==> config.mk <==
export PLATFORM = sky130hd
export DESIGN_NAME = fsk_tone_gen
export DESIGN_NICKNAME = d
export VERILOG_FILES = /design/src/rtl/fsk_pkg.sv /design/src/rtl/fsk_sine_rom.sv /design/src/rtl/fsk_tone_gen.sv
export SDC_FILE = /design/constraint.sdc
export NUM_CORES = 1
export LEC_CHECK = 0
export BUFFER_PORTS_ARGS = -buffer_cell sky130_fd_sc_hd__buf_2
export CORE_UTILIZATION = 50
export DETAILED_ROUTE_END_ITERATION = 12
export PLACE_DENSITY = 0.7
export SYNTH_ARGS = -nofsm -noshare
export SYNTH_HDL_FRONTEND = slang
export SYNTH_HIERARCHICAL = 1
export SYNTH_SLANG_ARGS = --single-unit
==> constraint.sdc <==
create_clock -name Clk -period 5.7 [get_ports Clk]
set_clock_uncertainty 0.1 [all_clocks]
set_input_delay 0.57 -clock Clk [delete_from_list [all_inputs] [get_ports Clk]]
set_output_delay 0.57 -clock Clk [all_outputs]
set_load 0.05 [all_outputs]
==> src/rtl/fsk_pkg.sv <==
// rtl/fsk_pkg.sv - shared defaults, state encoding and sine table helper for the FSK tone generator
package fsk_pkg;

  localparam int FSK_PHASE_W   = 16;
  localparam int FSK_ADDR_W    = 9;
  localparam int FSK_DATA_W    = 8;
  localparam int FSK_ROM_DEPTH = 2 ** FSK_ADDR_W;

  typedef enum logic {
    IDLE = 1'b0,
    TONE = 1'b1
  } state_t;

  // pi/2 in Q30 fixed point
  localparam longint PI_HALF_Q30 = 64'sd1686629713;

  // round(amp * sin(2*pi*k / 2**addr_w)) using integer-only Taylor series on a quarter wave,
  // evaluated at elaboration so the table is a plain constant ROM
  function automatic int sine_entry(input int k, input int addr_w, input int amp);
    longint depth, half, quarter, q, x, term, sum, val;
    bit     neg;
    depth   = longint'(1) << addr_w;
    half    = depth / 2;
    quarter = depth / 4;
    q       = longint'(k) % depth;
    neg     = (q >= half);
    if (neg) q = q - half;
    if (q > quarter) q = half - q;
    x    = (PI_HALF_Q30 * q) / quarter;
    sum  = x;
    term = x;
    for (int n = 1; n <= 7; n++) begin
      term = (term * x) >>> 30;
      term = (term * x) >>> 30;
      term = -term / longint'((2 * n) * (2 * n + 1));
      sum  = sum + term;
    end
    val = (longint'(amp) * sum + (longint'(1) << 29)) >>> 30;
    return int'(neg ? -val : val);
  endfunction

endpackage

==> src/rtl/fsk_sine_rom.sv <==
// rtl/fsk_sine_rom.sv - full-wave signed sine ROM with combinational read
module fsk_sine_rom
  import fsk_pkg::*;
#(
  parameter int DATA_W = FSK_DATA_W,
  parameter int ADDR_W = FSK_ADDR_W,
  parameter int AMP    = 100
) (
  input  logic        [ADDR_W-1:0] addr,
  output logic signed [DATA_W-1:0] data
);

  localparam int DEPTH = 2 ** ADDR_W;

  logic signed [DATA_W-1:0] rom [DEPTH];

  for (genvar i = 0; i < DEPTH; i++) begin : g_rom
    localparam logic signed [DATA_W-1:0] ENTRY = DATA_W'(sine_entry(i, ADDR_W, AMP));
    assign rom[i] = ENTRY;
  end

  assign data = rom[addr];

endmodule

==> src/rtl/fsk_tone_gen.sv <==
// rtl/fsk_tone_gen.sv - continuous-phase FSK sine generator: phase accumulator, per-bit sample counter, bit FSM
module fsk_tone_gen
  import fsk_pkg::*;
#(
  parameter int DATA_W  = FSK_DATA_W,
  parameter int ADDR_W  = FSK_ADDR_W,
  parameter int PHASE_W = FSK_PHASE_W,
  parameter int AMP     = 100,
  parameter int SPB     = 8
) (
  input  logic                      Clk,
  input  logic                      Rst,
  input  logic                      En,
  input  logic        [PHASE_W-1:0] f0_step,
  input  logic        [PHASE_W-1:0] f1_step,
  input  logic                      bit_in,
  input  logic                      bit_valid,
  output logic                      bit_ready,
  output logic signed [DATA_W-1:0]  sample,
  output logic                      sample_valid,
  output logic                      busy,
  output logic                      bit_done
);

  localparam int CNT_W = $clog2(SPB);

  state_t                   state, state_nxt;
  logic [PHASE_W-1:0]       phase;
  logic [PHASE_W-1:0]       step_r;
  logic [CNT_W-1:0]         cnt;
  logic signed [DATA_W-1:0] rom_data;
  logic                     last;
  logic                     accept;

  assign busy      = (state == TONE);
  assign last      = busy & En & (cnt == CNT_W'(SPB - 1));
  // no path from bit_valid, so the source may drive bit_valid from bit_ready
  assign bit_ready = (state == IDLE) | last;
  assign accept    = bit_valid & bit_ready;

  fsk_sine_rom #(
    .DATA_W (DATA_W),
    .ADDR_W (ADDR_W),
    .AMP    (AMP)
  ) u_rom (
    .addr (phase[PHASE_W-1 -: ADDR_W]),
    .data (rom_data)
  );

  always_comb begin
    state_nxt = state;
    case (state)
      IDLE:    if (accept) state_nxt = TONE;
      TONE:    if (last) state_nxt = accept ? TONE : IDLE;
      default: state_nxt = IDLE;
    endcase
  end

  always_ff @(posedge Clk) begin
    if (Rst) begin
      state        <= IDLE;
      phase        <= '0;
      cnt          <= '0;
      step_r       <= '0;
      sample       <= '0;
      sample_valid <= 1'b0;
      bit_done     <= 1'b0;
    end else begin
      state        <= state_nxt;
      sample_valid <= 1'b0;
      bit_done     <= 1'b0;
      if (busy && En) begin
        sample       <= rom_data;
        sample_valid <= 1'b1;
        phase        <= phase + step_r;
        cnt          <= cnt + CNT_W'(1);
        bit_done     <= last;
      end
      // phase is left alone here so back-to-back bits stay phase-continuous
      if (accept) begin
        step_r <= bit_in ? f1_step : f0_step;
        cnt    <= '0;
      end
    end
  end

endmodule
==> impl_metrics.json <==
{
  "outcome": "finished clean",
  "comb_power_share": 0.325,
  "gr-usage-all-layers": 0.311,
  "grt_use_met2": 0.486,
  "crit_chain": "inv_1, ha_1, and2b_1, a21oi_1, mux4_2, nand2b_1, a221oi_1, a211o_1, nand2_1, a21oi_1",
  "avgSynthCellArea_um2": 7.38,
  "dieArea_um2": 11400,
  "seq_power_share": 0.391,
  "max_cap_viol_count": 0,
  "overflow": 0,
  "fmax_mhz": 272,
  "cts_resized": 0,
  "synth_area_um2": 5500,
  "grt_max_degree": 80,
  "p_sw_frac": 0.361,
  "chipWidth_um": 107,
  "hold_depth": 2,
  "crit_family": "flip-flops",
  "crit_required_ns": 5.83,
  "rows": 37,
  "viasPerCell": 6.86,
  "synth_commonest_cells": "80 x nand2_1, 74 x a21oi_1, 68 x nor2_1, 46 x dfxtp_1, 43 x o21ai_0",
  "critical_path_class": "reg2reg",
  "synth_cells": 746,
  "synth_top_area_share": 0.167,
  "diodes": 0,
  "cts_buffer_depth": 2,
  "synthFlopType": "dfxtp_1",
  "crit_path_frequent_cell": "a21oi_1",
  "tightestPinTransition_ns": 0.982,
  "yosysSeqAreaShare": 0.167,
  "pin_count": 49,
  "core_area_um2": 10500,
  "die_height_um": 107,
  "vias": 5971,
  "io_buffers": 48,
  "reg2regPathDepth": 10,
  "use_met1": 0.411,
  "fin_crit_sh": 0.646,
  "cp.buffers_inverters": 1,
  "min_period_ns": 3.68,
  "cts_sinks": 46,
  "worstPathMaxFanout": 24,
  "drive_gt1_frac": 0.136,
  "synth_area_leaders": "dfxtp_1 17%, ha_1 7.0%, a21oi_1 6.7%",
  "synth_nets": 815,
  "root_buffer": "clkbuf_8",
  "tns_ns": 0,
  "cts_buffers": 5,
  "drc": 0,
  "use_met3": 0.0571,
  "clk_pin_slew_ns": 0.10,
  "insertion_delay_ns": 0.30,
  "first_global_vias": 5470,
  "power.leakage_uw": 0.00216,
  "area_delta_synth_final_pct": 3.27,
  "drt-initial-drc-count": 586,
  "critPathMaxStageDelay_ns": 0.89,
  "setup_viol": 0,
  "antenna_found_initial": 0,
  "slew_headroom": 0.344,
  "synth_edf_count": 0,
  "hp-class": "reg2reg",
  "grt_pass1_wl_mm": 28.4,
  "peakVddDrop_mv": 0.148,
  "critPathCaptureType": "flop",
  "cts_setup_buffers": 0,
  "hold_ws_ns": 0.356,
  "postCtsHoldBufs": 0,
  "yosysUniqueCellTypes": 85,
  "p_int_uw": 585,
  "cp.depth": 10,
  "arrival_ns": 3.81,
  "drt_pass1_iterations": 5,
  "hpwl_mm": 12.1,
  "switching_power_uw": 331,
  "cts-htree-levels": 2,
  "place.gp.congestion": 0.960,
  "grt.busiest_layer": "met2",
  "rsz0062_at_grt": "false",
  "initial_core_util": 0.524,
  "yosysMostFrequentCell": "nand2_1",
  "synth_area_leader_cell": "dfxtp_1",
  "power_density_nw_per_um2": 161,
  "drt_wl_total_mm": 17.7,
  "clkPwrFrac": 0.284,
  "worst_setup_path_start_kind": "flop",
  "synth-seq-cells": 46,
  "crit_path_top_delay_cell": "dfxtp_1",
  "async_reset_ff_frac": 0,
  "cts_tree": "built",
  "ant_nets": 0,
  "finalHoldViolations": 0,
  "slew_viol_final": 0,
  "ys_warn_count": 6,
  "wire_per_inst_um": 20.3,
  "layout.nets": 803
}
[kinds of logic (layout without fill, tap and decap cells)]
| group | after synthesis | in the layout | share of synthesized area |
|---|---|---|---|
| flops | 46 | 46 | 0.167 |
| xor+xnor | 9 | 9 | 0.0143 |
| buf+inv | 88 | 77 | 0.0853 |
| fa+ha+maj | 33 | 33 | 0.0759 |
| mux | 38 | 38 | 0.0864 |
| compound gates | 281 | 281 | 0.352 |
| simple gates | 251 | 251 | 0.218 |
[cells in the final DEF, fill, tap and decap left out, types with 5 or more instances in the layout]
master    synthesis  layout
a211o_1           6       6
nor3_1           18      18
o221ai_1          6       6
a21o_1            9       9
nor2_1           68      68
nor3b_1           7       7
mux2i_1          25      25
a211oi_1         30      30
buf_4            13       6
inv_1            12      12
xnor2_1           6       6
o21ai_0          43      43
o31ai_1           6       6
mux4_2            7       7
ha_1             31      31
o211ai_1         14      14
a21oi_1          74      73
nand2_1          80      80
buf_2            26      48
dfxtp_1          46      42
a311oi_1          9       9
a31oi_1          12      12
nor2b_1          21      21
clkbuf_8          2       5
nand2b_1         20      20
nand3_1           6       6
[tightest hold or removal path, cell delays in order (launching register included)]
cell and delay (ns):
dfxtp_1 0.32, nand2_1 0.05, a21oi_1 0.05
[stage by stage]
stage	setup slack, ns	total power, uW	util	instance area (um2)	cells
after floorplan	2.95	587	-	5500	746
after global placement	2.32	650	0.530	5570	863
after detailed placement	2.18	655	0.530	5570	863
after CTS	2.15	915	0.541	5680	871
after global routing	1.85	958	0.541	5680	871
final	2.02	916	0.541	5680	871
[area by class of cell]
class                           instances  area, um2
Clock buffer                            5       68.8
Clock inverter                          3       43.8
Fill cell                             999       4830
Inverter                               14       52.6
Multi-Input combinational cell        612       4120
Sequential cell                        46        926
Tap cell                              136        170
Timing Repair Buffer                   55        305
[layer usage]
metal  up-vias  routed length [um]
met5         -                   0
met4         0                 705
met3        56                1620
met2       357                7950
met1      2795                7430
li1       2763                   -
[final timing paths]
kind                                start        end  slack [ns]
worst min-delay path            sample[7]  sample[7]        0.36
worst max register to register   phase[8]  sample[0]        2.02
worst min register to register  sample[7]  sample[7]        0.36
worst max-delay path             phase[8]  sample[0]        2.02
[flip-flops by register name, summed over array words and instances, names as in the netlist]
| register | flops |
|---|---|
| step_r | 16 |
| phase | 16 |
| busy | 1 |
| cnt | 3 |
| sample | 8 |
| bit_done | 1 |
| sample_valid | 1 |
[power by group through the flow]
stage | clock (uW) | combinational [uW] | sequential [uW]
floorplan | 0 | 227 | 360
global placement | 0 | 285 | 364
detailed placement | 0 | 290 | 365
CTS | 266 | 291 | 358
global route | 274 | 323 | 360
finish | 260 | 298 | 358
No activity file was read; power rests on OpenSTA's default activity.
